**src/rtl/elevator_pkg.sv**
```systemverilog
// Shared types and helpers for the elevator scheduler.
// State encoding, sweep direction constants and floor decode.
package elevator_pkg;

   typedef enum logic [1:0] {
      IDLE   = 2'd0,
      MOVE   = 2'd1,
      ARRIVE = 2'd2,
      DOOR   = 2'd3
   } state_t;

   localparam logic DIR_UP = 1'b1;
   localparam logic DIR_DN = 1'b0;

   localparam int MAX_FLOORS = 32;
   localparam int IDX_W      = 5;

   // Decode a floor index into a one-hot floor mask.
   function automatic logic [MAX_FLOORS-1:0] onehot(input logic [IDX_W-1:0] f);
      logic [MAX_FLOORS-1:0] m;
      m    = '0;
      m[f] = 1'b1;
      return m;
   endfunction

endpackage

```
**src/rtl/elevator_scheduler_door_timer.sv**
```systemverilog
// Door dwell timer: loads, reloads on hold, counts down.
// o_expired marks the final cycle of the dwell window.
module door_timer #(
   parameter int CYCLES = 4
) (
   input  logic clk,
   input  logic rst,
   input  logic i_load,
   input  logic i_dec,
   output logic o_expired
);

   localparam int W = $clog2(CYCLES + 1);

   logic [W-1:0] r_count;

   // Counter: load wins over decrement; stops at zero.
   always_ff @(posedge clk or posedge rst) begin
      if (rst) begin
         r_count <= '0;
      end else if (i_load) begin
         r_count <= W'(CYCLES);
      end else if (i_dec && (r_count != '0)) begin
         r_count <= r_count - W'(1);
      end
   end

   assign o_expired = (r_count <= W'(1));

endmodule

```
**src/rtl/elevator_scheduler.sv**
```systemverilog
// Single-car elevator scheduler: SCAN request selection plus
// motion and door sequencing, all outputs registered.
module elevator_scheduler
   import elevator_pkg::*;
#(
   parameter int N_FLOORS    = 4,
   parameter int FLOOR_W     = 2,
   parameter int DOOR_CYCLES = 4
) (
   input  logic                clk,
   input  logic                rst,
   input  logic [N_FLOORS-1:0] floor_req,
   input  logic [FLOOR_W-1:0]  current_floor,
   input  logic                floor_valid,
   input  logic                door_hold,
   output logic                motor_up,
   output logic                motor_down,
   output logic                door_open,
   output logic                direction,
   output logic [N_FLOORS-1:0] pending,
   output logic                busy
);

   localparam logic [FLOOR_W:0] NF = (FLOOR_W + 1)'(N_FLOORS);

   state_t              r_state;
   logic [N_FLOORS-1:0] r_pending;
   logic                r_dir;
   logic                r_motor_up;
   logic                r_motor_dn;
   logic                r_door;
   logic                r_busy;

   state_t              w_next;
   logic                w_dir_nxt;
   logic                w_load;
   logic                w_dec;
   logic                w_expired;
   logic                w_fv;
   logic [N_FLOORS-1:0] w_oh;
   logic [N_FLOORS-1:0] w_below_m;
   logic [N_FLOORS-1:0] w_above_m;
   logic [N_FLOORS-1:0] w_clr;
   logic                w_above;
   logic                w_below;
   logic                w_here;
   logic                w_ahead;
   logic                w_scan_dir;

   assign w_fv      = floor_valid && ({1'b0, current_floor} < NF);
   assign w_oh      = N_FLOORS'(onehot(IDX_W'(current_floor)));
   assign w_below_m = w_oh - N_FLOORS'(1);
   assign w_above_m = ~(w_below_m | w_oh);
   assign w_above   = |(r_pending & w_above_m);
   assign w_below   = |(r_pending & w_below_m);
   assign w_here    = |(r_pending & w_oh);
   assign w_ahead   = r_dir ? w_above : w_below;
   assign w_scan_dir = (w_above && (r_dir || !w_below)) ? DIR_UP : DIR_DN;
   assign w_clr     = ((w_next == DOOR) || (r_state == DOOR)) ? w_oh : '0;

   door_timer #(
      .CYCLES(DOOR_CYCLES)
   ) u_door_timer (
      .clk      (clk),
      .rst      (rst),
      .i_load   (w_load),
      .i_dec    (w_dec),
      .o_expired(w_expired)
   );

   // Next-state, sweep direction and door timer control.
   always_comb begin
      w_next    = r_state;
      w_dir_nxt = r_dir;
      w_load    = 1'b0;
      w_dec     = 1'b0;
      unique case (r_state)
         IDLE: begin
            if (w_fv && w_here) begin
               w_next = DOOR;
            end else if (w_above || w_below) begin
               w_next    = MOVE;
               w_dir_nxt = w_scan_dir;
            end
         end
         MOVE: begin
            if (w_fv && (w_here || !w_ahead)) begin
               w_next = ARRIVE;
            end
         end
         ARRIVE: begin
            w_next = DOOR;
         end
         DOOR: begin
            if (door_hold) begin
               w_load = 1'b1;
            end else begin
               w_dec = 1'b1;
               if (w_expired) begin
                  if (w_above || w_below) begin
                     w_next    = MOVE;
                     w_dir_nxt = w_scan_dir;
                  end else begin
                     w_next = IDLE;
                  end
               end
            end
         end
         default: w_next = IDLE;
      endcase
      if ((w_next == DOOR) && (r_state != DOOR)) begin
         w_load = 1'b1;
      end
   end

   // State, request latch and registered actuator outputs.
   always_ff @(posedge clk or posedge rst) begin
      if (rst) begin
         r_state    <= IDLE;
         r_pending  <= '0;
         r_dir      <= DIR_UP;
         r_motor_up <= 1'b0;
         r_motor_dn <= 1'b0;
         r_door     <= 1'b0;
         r_busy     <= 1'b0;
      end else begin
         r_state    <= w_next;
         r_pending  <= (r_pending | floor_req) & ~w_clr;
         r_dir      <= w_dir_nxt;
         r_motor_up <= (w_next == MOVE) && w_dir_nxt;
         r_motor_dn <= (w_next == MOVE) && !w_dir_nxt;
         r_door     <= (w_next == DOOR);
         r_busy     <= (w_next != IDLE);
      end
   end

   assign motor_up   = r_motor_up;
   assign motor_down = r_motor_dn;
   assign door_open  = r_door;
   assign direction  = r_dir;
   assign pending    = r_pending;
   assign busy       = r_busy;

   a_one_motor : assert property (@(posedge clk) disable iff (rst)
      !(motor_up && motor_down));
   a_door_motor : assert property (@(posedge clk) disable iff (rst)
      !(door_open && (motor_up || motor_down)));
   a_door_level : assert property (@(posedge clk) disable iff (rst)
      ((w_next == DOOR) && (r_state != DOOR)) |-> w_fv);

endmodule

```
**config.mk**
```make
export PLATFORM = sky130hd
export DESIGN_NAME = elevator_scheduler
export DESIGN_NICKNAME = d
export VERILOG_FILES = /design/src/rtl/elevator_pkg.sv /design/src/rtl/elevator_scheduler_door_timer.sv /design/src/rtl/elevator_scheduler.sv
export SDC_FILE = /design/constraint.sdc
export NUM_CORES = 1
export LEC_CHECK = 0
export BUFFER_PORTS_ARGS = -buffer_cell sky130_fd_sc_hd__clkbuf_2
export CORE_UTILIZATION = 30
export CTS_BUF_LIST = sky130_fd_sc_hd__clkbuf_16
export DETAILED_ROUTE_END_ITERATION = 7
export GPL_ROUTABILITY_DRIVEN = 0
export PLACE_DENSITY = 0.54
export SYNTH_ARGS = -nofsm -noshare
export SYNTH_HDL_FRONTEND = slang
export SYNTH_SLANG_ARGS = --single-unit
```
**constraint.sdc**
```tcl
create_clock -name clk -period 2.1 [get_ports clk]
set_input_delay 0.105 -clock clk [delete_from_list [all_inputs] [get_ports clk]]
set_output_delay 0.105 -clock clk [all_outputs]
set_load 0.01 [all_outputs]
```
# Word-level counts from Yosys, hierarchy flattened
# Cells that the tools add are included.
[op_classes]
add_sub_neg = 2
n_mul = 0
n_div = 0
n_lt_le_gt_ge = 3
n_eq_ne = 6
shift = 0
mux = 24
n_bitwise = 8
n_reduce_logical = 22
[op_table]
columns = ["op", "count"]
rows = [
  ["$and A4 B4 Y4", 4],
  ["$mux W1", 13],
  ["$reduce_or A4 Y1", 3],
  ["$mux W2", 5],
  ["$logic_and A1 B1 Y1", 8],
  ["$not A4 Y4", 2],
  ["$or A4 B4 Y4", 2],
  ["$pmux W2 S4", 1],
  ["$eq A2 B2 Y1 const B", 3],
  ["$lt A2 B6 Y1 const B", 1],
  ["$mux W3", 2],
  ["$eq A2 B1 Y1 const B", 2],
  ["$logic_or A1 B1 Y1", 4],
  ["$mux W4", 1],
  ["$reduce_bool A2 Y1", 2],
  ["$sub A4 B1 Y4 const B", 1],
  ["$le A3 B1 Y1 const B", 1],
  ["$logic_not A1 Y1", 3],
  ["$reduce_bool A3 Y1", 1],
  ["$sub A3 B1 Y3 const B", 1],
  ["$demux W1 S2", 1],
  ["$ge A2 B1 Y1 const B", 1],
  ["$logic_not A2 Y1", 1],
  ["$ne A2 B2 Y1 const B", 1],
  ["$pmux W1 S2", 1],
]
[totals]
reg_bits = 14
latch_bits = 0
ramBits = 0
romBits = 0
in_bits = 10
elab_cells = 73
mem_count = 0

# Depth between registers and ports, before layout
# Gate-level depths: netlist of the first run.
[logic_depth]
word_depth = 20
depth_mapped = 9
mapped_depth_nobuf = 9

# Cells and area by module
# From an unflattened synthesis of the first run, not the netlist that was laid out.
[unflattened]
hier_cells = 115
area_unflattened_um2 = 1058.5
[modules_own_cells]
columns = ["module", "n_inst", "cells_per_inst", "area_per_inst_um2", "seq_area_each_um2"]
rows = [
  ["elevator_scheduler", 1, 93, 847.1, 276.5],
  ["door_timer", 1, 22, 211.5, 75.1],
]

# Least setup slack after synthesis of the first run
# Ideal clock, no wire load.
[synth_path]
path_type = "flip-flop to flip-flop"
startpoint = "register u_door_timer.r_count[1]"
endpoint = "register u_door_timer.r_count[2]"
arrival_ps = 2000
t_required_ps = 1974
setup_slack_ps = -26
path_stages_with_launch = 10
path_buffers = 0
period_less_slack_ps = 2126
cell_sequence = "dfrtp_1 -> inv_1 -> ha_1 -> o21ba_2 -> or3_1 -> a311oi_1 -> nor3_2 -> a21boi_4 -> and2_4 -> o32a_1"
[synth_via]
elab_chain_cells = 8
elab_cells_between_ends = 13
[synth_rtl]
columns = ["element", "line", "source"]
rows = [
  ["start, declared", "elevator_scheduler_door_timer.sv:15", "logic [W-1:0] r_count;"],
  ["start signal, assigned", "elevator_scheduler_door_timer.sv:22", "r_count <= W'(CYCLES);"],
  ["start signal, assigned", "elevator_scheduler_door_timer.sv:24", "r_count <= r_count - W'(1);"],
  ["$le A3 B1 Y1 (*)", "elevator_scheduler_door_timer.sv:28", "assign o_expired = (r_count <= W'(1));"],
  ["$mux W2 (*)", "elevator_scheduler.sv:99", "if (w_expired) begin"],
  ["$mux W2 (*)", "elevator_scheduler.sv:95", "if (door_hold) begin"],
  ["$pmux W2 S4 (*)", "elevator_scheduler.sv:77", "unique case (r_state)"],
  ["net w_next[1]", "elevator_scheduler.sv:34", "state_t w_next;"],
  ["$eq A2 B2 Y1 (*)", "elevator_scheduler.sv:111", "if ((w_next == DOOR) && (r_state != DOOR)) begin"],
  ["$logic_and A1 B1 Y1 (*)", "elevator_scheduler.sv:111", ""],
  ["$mux W1 (*)", "elevator_scheduler.sv:111", ""],
  ["$mux W3 or $reduce_bool A2 Y1 (tied branches)", "--", ""],
]
# The timed path passes the listed nets; every way through them passes the cells marked *. The select of a mux whose other input is x is not followed.
# A chain may end at the register's enable or synchronous reset.

# Worst setup path after layout of the first run
[layout_path]
startpoint = "register r_pending[3] (netlist: pending[3])"
endpoint = "register u_door_timer.r_count[0]"
[layout_via]
elab_chain_cells = 12
elab_cells_between_ends = 24
[layout_rtl]
columns = ["element", "line", "source"]
rows = [
  ["start, declared", "elevator_scheduler.sv:27", "logic [N_FLOORS-1:0] r_pending;"],
  ["start signal, assigned", "elevator_scheduler.sv:128", "r_pending <= (r_pending | floor_req) & ~w_clr;"],
  ["$and A4 B4 Y4 (on tied branches)", "elevator_scheduler.sv:55, elevator_scheduler.sv:54", ""],
  ["$reduce_or A4 Y1 (on tied branches)", "elevator_scheduler.sv:55, elevator_scheduler.sv:54", ""],
  ["$mux W1", "elevator_scheduler.sv:57", "assign w_ahead = r_dir ? w_above : w_below;"],
  ["$logic_not A1 Y1", "elevator_scheduler.sv:87", "if (w_fv && (w_here || !w_ahead)) begin"],
  ["$logic_or A1 B1 Y1", "elevator_scheduler.sv:87", ""],
  ["$logic_and A1 B1 Y1", "elevator_scheduler.sv:87", ""],
  ["$mux W2", "elevator_scheduler.sv:87", ""],
  ["$pmux W2 S4 (*)", "elevator_scheduler.sv:77", ""],
  ["net w_next[1]", "elevator_scheduler.sv:34", ""],
  ["$eq A2 B2 Y1 (*)", "elevator_scheduler.sv:111", ""],
  ["$logic_and A1 B1 Y1 (*)", "elevator_scheduler.sv:111", ""],
  ["$mux W1 (*)", "elevator_scheduler.sv:111", ""],
  ["$mux W3 or $reduce_bool A2 Y1 (tied branches)", "--", ""],
]
# The timed path passes the listed nets; every way through them passes the cells marked *.

==> results of run 1 <==
==> placed cells by master (no fill, tap or decap), types with 2 or more instances in the layout <==
cell type	count
a21oi_1	5
nor2_1	7
dfrtp_2	2
or3b_1	2
or2_2	2
o22ai_1	2
a211o_1	2
o21a_1	2
inv_1	7
nand2_1	7
nand2b_1	2
buf_4	17
clkbuf_2	18
nor3_1	3
ha_1	6
mux2i_2	2
o22a_2	2
o32a_1	3
dfrtp_1	11
clkbuf_16	3
o21ai_0	6
nor2b_1	2
nor3_2	2
==> registers in the layout, indices dropped and copies added, names as in the netlist <==
| register | count |
|---|---|
| u_door_timer.r_count | 3 |
| pending | 4 |
| door_open | 1 |
| motor_up | 1 |
| busy | 1 |
| direction | 1 |
| motor_down | 1 |
| r_state | 2 |
==> kinds of logic (layout without fill, tap and decap cells) <==
group | Yosys count | after routing | share of synthesized area, %
AND/OR/NAND/NOR | 35 | 35 | 20.5
multiplexers | 4 | 4 | 4.18
buffers and inverters | 9 | 48 | 4.18
AO/OA/AOI/OAI | 33 | 33 | 26.6
flip-flops | 14 | 14 | 35.6
adder cells (fa/ha/maj) | 7 | 7 | 8.87
==> timing repair <==
item / 4_1_cts / 5_1_grt
pin swaps: 6 / 4
endpoints found under the hold margin: 13 / 0
hold buffers: 1 / 0
resized for setup: 10 / 7
endpoints found under the setup margin: 5 / 11
buffers inserted: 1 / 0
==> final cells by class <==
cell class	instances	share of cell area, %
multi-input combinational	79	47.7
sequential	14	24.8
timing repair buffer	36	16.0
clock buffer	3	5.27
tap	44	3.86
inverter	8	2.11
clock inverter	1	0.263
==> worst max-delay path by stage <==
stage | startpoint | to | slack [ns]
floorplan | u_door_timer.r_count[1]$_DFFE_PP0P_ | u_door_timer.r_count[0]$_DFFE_PP0P_ | 0.009
CTS | u_door_timer.r_count[1]$_DFFE_PP0P_ | pending[0]$_DFF_PP0_ | -0.02
detailed placement | pending[2]$_DFF_PP0_ | pending[0]$_DFF_PP0_ | -0.05
global route | u_door_timer.r_count[1]$_DFFE_PP0P_ | pending[1]$_DFF_PP0_ | -0.12
finish | pending[3]$_DFF_PP0_ | u_door_timer.r_count[0]$_DFFE_PP0P_ | -0.01
global placement | pending[3]$_DFF_PP0_ | pending[1]$_DFF_PP0_ | -0.005
==> where the power goes <==
group | internal [mW] | switching, mW | total [mW]
sequential | 0.398 | 0.107 | 0.505
combinational | 0.720 | 0.684 | 1.40
clock | 0.251 | 0.106 | 0.357
==> layer usage <==
metal	share of wire, %	global-route usage [%]
met1	45	19.8
met2	50	27.8
met3	4.3	4.15
met4	0.49	3.06
met5	0	0
==> per-stage QoR <==
stage | cells | utilization (%) | worst slack, ns | power, mW | cell area [µm²]
after floorplan | 102 | - | 0.00914 | 1.26 | 993
after global placement | 179 | 40.5 | -0.00462 | 1.74 | 1250
after detailed placement | 179 | 40.5 | -0.0467 | 1.76 | 1250
after CTS | 185 | 45.2 | -0.0248 | 2.23 | 1390
after global routing | 185 | 46.3 | -0.119 | 2.44 | 1430
final | 185 | 46.3 | -0.0115 | 2.27 | 1430
==> worst max-delay path, cell delays in order (launching register included) <==
cell	delay, ns
dfrtp_1	0.41
or4_1	0.53
o22ai_4	0.19
nor3_1	0.09
nor3_2	0.12
a21boi_4	0.26
a21oi_4	0.10
a211o_1	0.30
==> results.tsv, run 1 <==
stage	metric	value	unit
outcome	status	finished, violations left	
outcome	failing checks	negative setup slack	
min_path	WHS Path Cells	2	
synthesis	synthesized instance count	102	
synthesis	count of different cell masters after synthesis	40	
power_and_ir_drop	Pleak	0.616	nW
detailed_routing	final antenna-violating net count	0	
power_and_ir_drop	Peak supply drop	0.784	mV
floorplan	row cnt	20	
setup_path	Crit Path Category	flop to flop	
min_path	hold_sp	floor_req[0]	
setup_path	cells on worst reg2reg path	7	
detailed_routing	drt via density	4.96	
clocking	CTS sink cnt	14	
final_layout	share of post-route cells with drive strength above 1	46.8	%
timing	Max-slew headroom	63.6	%
flow_run	max-capacitance violation count	0	
power_and_ir_drop	Pwr Density	1590	nW/µm²
synthesis	Main synth FF type	dfrtp_1	
synthesis	synthesized area per cell	9.68	µm²
timing	worst setup margin	-0.0115	ns
detailed_routing	DRC Markers	0	
clocking	H-Tree Depth	1	
setup_path	reg2reg end	u_door_timer.r_count[0]$_DFFE_PP0P_	
final_layout	Multi-input gate area	679	µm²
clocking	Clock Path Buffers	2	
timing	worst-margin pin slew	0.546	ns
grt	GRT Total Usage	16.0	%
grt	first-pass GRT wire length	4190	µm
synthesis	Post-synth ARST share	100	%
floorplan	Core Area	3080	µm²
synthesis	top post-synthesis cells by count	dfrtp_1, inv_1, ha_1, nand2_1, nor2_1	
floorplan	Die Footprint	3520	µm²
floorplan	Initial Util	32.1	%
clocking	Clock Latency Late Sink	0.24	ns
setup_path	Crit. End Element	flop	
setup_path	Max Fanout on Critical Path	5	
timing	RSZ-0062 raised after global routing	yes	
detailed_routing	final WL	2450	µm
grt	largest net degree at the start of global routing	15	
floorplan	vertical die dimension	59.4	µm
final_layout	Final Net Count	159	
min_path	WHS Endpoint	pending[0]$_DFF_PP0_	
grt	Remaining Overflow, GRT	0	
setup_path	FF-to-FF Start	pending[3]$_DFF_PP0_	
timing	shortest period the worst path allows	2.11	ns
timing	period utilization	101	%
final_layout	storage element area	354	µm²
timing	Setup Viol. Count Final	5	
detailed_routing	Routed WL per cell	13.3	µm
clocking	CTS tree	done	
timing	setup TNS	-0.0264	ns
synthesis	Mapped Nets	119	
clocking	Clk Tree Root Cell	clkbuf_16	
synthesis	Synth area leaders	dfrtp_1, ha_1, mux2i_1	
setup_path	WP data required	2.22	ns
timing	clock skew	0.00103	ns
synthesis	largest area contributor in the netlist	dfrtp_1	
timing	Fin. Hold Viols	0	
synthesis	Yosys top cell area share	33.0	%
timing	Slew Limit Fails	0	
clocking	Clk pin slew, worst setup/hold paths	0.05	ns
synthesis	Synth Register Bits	14	
grt	vias in the first global route	941	
setup_path	crit path launch type	flop	
clocking	Num CTS Buffers	3	
detailed_routing	routed vias	918	
setup_path	R2R setup slack	-0.01	ns
setup_path	WP data arrival	2.23	ns
synthesis	register area share after synthesis	35.6	%
final_layout	fill count	291	
grt	initial antenna violation count	0	
timing	final hold slack	0.101	ns
timing	f_max	474	MHz
detailed_routing	first drt pass iteration count	4	
floorplan	I/O Pins	19	
synthesis	synth warn	0	
synthesis	EDFF count, synth	0	
final_layout	Ant. Diodes	0	
synthesis	count leader, synth	dfrtp_1	
place	PortBufs	18	
min_path	min-delay worst type	input port to flop	
floorplan	die span in x	59.4	µm
final_layout	Layout Area Growth over Synthesis	44.4	%
synthesis	Post-Synthesis Cell Area	987	µm²
detailed_routing	DRT iter0 DRCs	53	
place	DP HPWL	1880	µm
Note: power is estimated with default switching activity, not from simulation.
==> run 2, diff against run 1 <==
Settings changed: PLACE_DENSITY 0.54 to 0.5.
==> run 2 against run 1 <==
Compared with the run above: the flow still finishes with violations (negative setup slack); wire length up 8.7%; total power grew 3.4%; final cell count increased by 1.1%; clock power is essentially flat; cell area is 2.8% higher; sequential power up 1%; critical path depth rose by 1.
==> results.tsv, run 2 (synthesized netlist as in run 1, its figures left out) <==
stage	metric	value	unit	change
outcome	status	finished, violations left		unchanged
outcome	failing checks	negative setup slack		unchanged
final_layout	share of post-route cells with drive strength above 1	47.6	%	was 46.8%
final_layout	Ant. Diodes	0		unchanged
clocking	Clock Latency Late Sink	0.24	ns	about the same
final_layout	commonest cells after routing, fill and taps aside	clkbuf_2, buf_4, dfrtp_1		unchanged
timing	final hold slack	0.0973	ns	was 0.101 ns
floorplan	Die Footprint	3520	µm²	unchanged
clocking	Num CTS Buffers	3		unchanged
min_path	min-delay worst type	input port to flop		unchanged
place	DP HPWL	1960	µm	was 1880 µm
detailed_routing	routed vias	953		was 918
final_layout	design area	1470	µm²	was 1430 µm²
final_layout	Final Net Count	161		was 159
place	PortBufs	18		unchanged
floorplan	die span in x	59.4	µm	unchanged
place	placed cell area	1260	µm²	was 1250 µm²
floorplan	vertical die dimension	59.4	µm	unchanged
setup_path	crit path launch type	flop		unchanged
power_and_ir_drop	Peak supply drop	0.828	mV	was 0.784 mV
floorplan	Initial Util	32.1	%	unchanged
timing	f_max	456	MHz	was 474 MHz
timing	shortest period the worst path allows	2.19	ns	was 2.11 ns
timing	Fin. Hold Viols	0		unchanged
detailed_routing	final antenna-violating net count	0		unchanged
power_and_ir_drop	Pwr Density	1600	nW/µm²	was 1590 nW/µm²
final_layout	post-layout util	47.6	%	was 46.3%
final_layout	max reg flops	4		unchanged
clocking	Clk Tree Root Cell	clkbuf_16		unchanged
final_layout	fin cells	187		was 185
grt	GRT Total Usage	16.1	%	was 16.0%
grt	vias in the first global route	941		unchanged
grt	Remaining Overflow, GRT	0		unchanged
setup_path	Crit Path Category	flop to flop		unchanged
detailed_routing	final WL	2670	µm	was 2450 µm
place	dpl ws	-0.0872	ns	was -0.0467 ns
clocking	Clk pin slew, worst setup/hold paths	0.05	ns	about the same
setup_path	WP data arrival	2.31	ns	was 2.23 ns
floorplan	Core Area	3080	µm²	unchanged
setup_path	WP data required	2.22	ns	about the same
clocking	CTS tree	done		unchanged
timing	worst setup margin	-0.0907	ns	was -0.0115 ns
timing	RSZ-0062 raised after global routing	yes		unchanged
clocking	CTS sink cnt	14		unchanged
final_layout	Layout Area Growth over Synthesis	48.4	%	was 44.4%
place	Placed Instances	181		was 179
clocking	Clock Path Buffers	2		unchanged
timing	Slew Limit Fails	0		unchanged
detailed_routing	DRT iter0 DRCs	34		was 53
setup_path	Max Fanout on Critical Path	5		unchanged
power_and_ir_drop	Pleak	0.655	nW	was 0.616 nW
timing	worst-margin pin slew	0.529	ns	was 0.546 ns
clocking	H-Tree Depth	1		unchanged
timing	Max-slew headroom	64.7	%	was 63.6%
timing	setup TNS	-0.314	ns	was -0.0264 ns
grt	first-pass GRT wire length	4110	µm	was 4190 µm
grt	largest net degree at the start of global routing	15		unchanged
floorplan	I/O Pins	19		unchanged
setup_path	Crit. End Element	flop		unchanged
timing	period utilization	104	%	was 101%
detailed_routing	first drt pass iteration count	2		was 4
grt	initial antenna violation count	0		unchanged
detailed_routing	Routed WL per cell	14.3	µm	was 13.3 µm
detailed_routing	DRC Markers	0		unchanged
power_and_ir_drop	overall power	2.34	mW	was 2.27 mW
detailed_routing	drt via density	5.10		was 4.96
floorplan	row cnt	20		unchanged
timing	clock skew	0.00133	ns	was 0.00103 ns
flow_run	max-capacitance violation count	0		unchanged
timing	Setup Viol. Count Final	5		unchanged
run 2: cell count changes in the layout (fill, tap and decap cells not counted), sizes merged:
cell / before / now
buf: 17 / 19
run 2: path summary, 6_finish.rpt:
path	from	end	slack [ns]	cells after the start
worst max-delay path	u_door_timer.r_count[0]$_DFFE_PP0P_	pending[0]$_DFF_PP0_	-0.09	8
max in group asynchronous	rst	direction$_DFF_PP1_	1.30	3
worst min register to register	direction$_DFF_PP1_	direction$_DFF_PP1_	0.60	2
min in group asynchronous	rst	pending[0]$_DFF_PP0_	0.44	3
worst min-delay path	floor_req[3]	pending[3]$_DFF_PP0_	0.1	2
worst max register to register	u_door_timer.r_count[0]$_DFFE_PP0P_	pending[0]$_DFF_PP0_	-0.09	8
run 2: power by group:
group          switching, mW  internal [mW]
Sequential             0.115          0.395
Combinational          0.708          0.769
Clock                  0.104          0.251
Total                  0.927           1.42
run 2: metal layers:
layer	GRT usage [%]	routed length (µm)	up-vias	share of wire, %
met5	0	0	-	0
met4	5.10	91	0	3.4
met3	4.15	119	10	4.5
met2	29.7	1370	27	51
met1	17.8	1090	456	41
li1	-	-	460	-
run 2: critical path, cell delays in order, from the launching register on:
cell	delay (ns)
dfrtp_1	0.45
ha_4	0.17
o21ba_4	0.15
or3_4	0.36
nor3_2	0.12
o21ai_1	0.10
a32oi_2	0.28
a21oi_2	0.13
o32a_1	0.30
run 2: area by class of cell:
type                       instances  area (µm²)
multi-input combinational         79         703
fill                             300        1610
timing repair buffer              38         246
inverter                           8        30.0
clock inverter                     1        3.75
clock buffer                       3        75.1
sequential                        14         352
tap                               44        55.1
run 2: repair_timing:
| action | 4_1_cts | 5_1_grt |
|---|---|---|
| setup buffers | 0 | 1 |
| setup endpoints to repair | 9 | 11 |
| pin swaps | 3 | 3 |
| hold endpoints to repair | 13 | 0 |
| resized for setup | 2 | 18 |
| hold buffers | 1 | 0 |
==> run 3, diff against run 2 <==
Settings changed: CTS_BUF_LIST sky130_fd_sc_hd__clkbuf_16 to sky130_fd_sc_hd__clkbuf_4 sky130_fd_sc_hd__clkbuf_8 sky130_fd_sc_hd__clkbuf_16.
==> run 3 against run 2 <==
Compared with the run above: the run still ends with negative setup slack left; sequential power about the same; worst hold slack got worse by 0.048 ns; die area unchanged; count of clock-buffer cells in the layout increased by 1; clock power decreased by 46%; combinational power about the same; sequential share of layout area increased by 1.2 points; clock skew increased by 0.0023 ns; critical endpoint is now u_door_timer.r_count[2]$_DFFE_PP0P_.
==> results.tsv, run 3 (synthesized netlist as in run 1, its figures left out) <==
stage	metric	value	unit	change
clocking	Num CTS Buffers	3		unchanged
detailed_routing	drt via density	5.05		was 5.10
setup_path	Crit. Startpoint	u_door_timer.r_count[0]$_DFFE_PP0P_		unchanged
detailed_routing	Routed WL per cell	13.6	µm	was 14.3 µm
final_layout	fill count	311		was 300
setup_path	cells on worst reg2reg path	8		unchanged
setup_path	Crit. End Element	flop		unchanged
timing	period utilization	104	%	about the same
floorplan	Die Footprint	3520	µm²	unchanged
flow_run	max-capacitance violation count	0		unchanged
clocking	CTS sink cnt	14		unchanged
setup_path	WP data arrival	2.35	ns	was 2.31 ns
clocking	Clock Latency Late Sink	0.28	ns	was 0.24 ns
place	dpl ws	-0.0872	ns	unchanged
floorplan	vertical die dimension	59.4	µm	unchanged
power_and_ir_drop	clock power share	8.9	%	was 15.1%
clocking	CTS tree	done		unchanged
final_layout	storage element area	354	µm²	was 352 µm²
clocking	H-Tree Depth	1		unchanged
setup_path	Crit Path Category	flop to flop		unchanged
power_and_ir_drop	Pleak	0.622	nW	was 0.655 nW
setup_path	crit path launch type	flop		unchanged
place	PortBufs	18		unchanged
detailed_routing	final WL	2550	µm	was 2670 µm
final_layout	max reg flops	4		unchanged
detailed_routing	DRC Markers	0		unchanged
timing	clock skew	0.00365	ns	was 0.00133 ns
outcome	status	finished, violations left		unchanged
min_path	min-delay worst type	input port to flop		unchanged
final_layout	commonest cells after routing, fill and taps aside	clkbuf_2, buf_4, dfrtp_1, inv_1, nand2_1		was clkbuf_2, buf_4, dfrtp_1
clocking	Clk Tree Root Cell	clkbuf_4		was clkbuf_16
power_and_ir_drop	sw frac	41.9	%	was 39.6%
detailed_routing	routed vias	944		was 953
timing	RSZ-0062 raised after global routing	yes		unchanged
place	DP HPWL	1960	µm	unchanged
timing	Setup Viol. Count Final	4		was 5
final_layout	Final Net Count	161		unchanged
final_layout	share of post-route cells with drive strength above 1	48.3	%	was 47.6%
grt	largest net degree at the start of global routing	15		unchanged
grt	vias in the first global route	952		was 941
power_and_ir_drop	Peak supply drop	0.735	mV	was 0.828 mV
timing	worst-margin pin slew	0.532	ns	was 0.529 ns
timing	f_max	459	MHz	was 456 MHz
detailed_routing	first drt pass iteration count	4		was 2
power_and_ir_drop	internal power	1.27	mW	was 1.42 mW
detailed_routing	DRT iter0 DRCs	50		was 34
detailed_routing	final antenna-violating net count	0		unchanged
setup_path	Max Fanout on Critical Path	3		was 5
setup_path	WP data required	2.27	ns	was 2.22 ns
grt	GRT Total Usage	16.2	%	was 16.1%
power_and_ir_drop	Pwr Density	1550	nW/µm²	was 1600 nW/µm²
timing	Fin. Hold Viols	0		unchanged
power_and_ir_drop	sw power	914	µW	was 927 µW
outcome	failing checks	negative setup slack		unchanged
final_layout	Layout Area Growth over Synthesis	42.6	%	was 48.4%
grt	first-pass GRT wire length	4130	µm	was 4110 µm
clocking	Clock Path Buffers	2		unchanged
grt	initial antenna violation count	0		unchanged
min_path	hold_sp	floor_req[3]		unchanged
power_and_ir_drop	Reg power frac	23.3	%	was 21.8%
final_layout	Ant. Diodes	0		unchanged
timing	Max-slew headroom	64.5	%	was 64.7%
timing	worst setup margin	-0.0789	ns	was -0.0907 ns
clocking	Clk pin slew, worst setup/hold paths	0.09	ns	was 0.05 ns
timing	Slew Limit Fails	0		unchanged
grt	Remaining Overflow, GRT	0		unchanged
floorplan	I/O Pins	19		unchanged
timing	shortest period the worst path allows	2.18	ns	was 2.19 ns
min_path	WHS Path Cells	2		unchanged
floorplan	die span in x	59.4	µm	unchanged
final_layout	Multi-input gate area	686	µm²	was 703 µm²
power_and_ir_drop	Comb power frac	67.9	%	was 63.1%
setup_path	FF-to-FF Start	u_door_timer.r_count[0]$_DFFE_PP0P_		unchanged
final_layout	post-layout util	45.7	%	was 47.6%
floorplan	Initial Util	32.1	%	unchanged
floorplan	row cnt	20		unchanged
floorplan	Core Area	3080	µm²	unchanged
[run 3: cell count changes in the layout (fill, tap and decap cells not counted), sizes merged]
cell / delta
clkbuf: +1
clkinv: -1
[run 3: area by class of cell]
| type | count | area share, % |
|---|---|---|
| timing repair buffer | 38 | 17.5 |
| inverter | 8 | 2.13 |
| multi-input combinational | 79 | 48.7 |
| clock buffer | 4 | 2.58 |
| sequential | 14 | 25.2 |
| tap | 44 | 3.91 |
[run 3: final timing paths]
kind / slack [ns] / to
setup reg to reg: -0.08 / u_door_timer.r_count[2]$_DFFE_PP0P_
hold reg to reg: 0.62 / direction$_DFF_PP1_
setup / recovery: -0.08 / u_door_timer.r_count[2]$_DFFE_PP0P_
hold / removal: 0.05 / pending[3]$_DFF_PP0_
max in group asynchronous: 1.33 / pending[1]$_DFF_PP0_
min in group asynchronous: 0.39 / pending[0]$_DFF_PP0_
[run 3: layer usage]
metal  global-route usage (%)  share of wire (%)
met5                        0                  0
met4                     6.12                1.3
met3                     4.15                5.3
met2                     29.1                 51
met1                     18.2                 43
[run 3: metrics by stage]
step | TNS [ns] | hold slack (ns) | instance area [µm²] | std cells | power [mW]
6_report | -0.157 | 0.0495 | 1410 | 187 | 2.18
5_1_grt | -0.667 | 0.0348 | 1410 | 187 | 2.37
4_1_cts | -0.342 | 0.0409 | 1340 | 186 | 2.07
3_5_place_dp | -0.404 | 0.158 | 1260 | 181 | 1.79
3_3_place_gp | -0.0387 | 0.150 | 1260 | 181 | 1.76
2_1_floorplan | 0 | -0.00650 | 993 | 102 | 1.26
[run 3: what timing repair did]
item,in CTS,in global routing
endpoints found under the hold margin,13,0
cloned,0,0
resized for setup,6,13
pin swaps,5,6
endpoints found under the setup margin,9,11
setup buffers,0,2
hold buffers,1,0
[run 3: critical path: stages (launching register included)]
cell      delay [ns]
dfrtp_1         0.46
ha_4            0.15
o21ba_4         0.15
or3_4           0.36
a311oi_2        0.25
nor3_2          0.07
a21boi_4        0.16
and2_4          0.18
o32a_1          0.28
[run 3: power by group through the flow]
stage	Combinational, mW	Clock, mW	Sequential [mW]
after floorplan	0.715	0	0.547
after global placement	1.26	0	0.500
after detailed placement	1.29	0	0.502
after CTS	1.37	0.204	0.500
after global routing	1.61	0.227	0.527
final	1.48	0.193	0.508
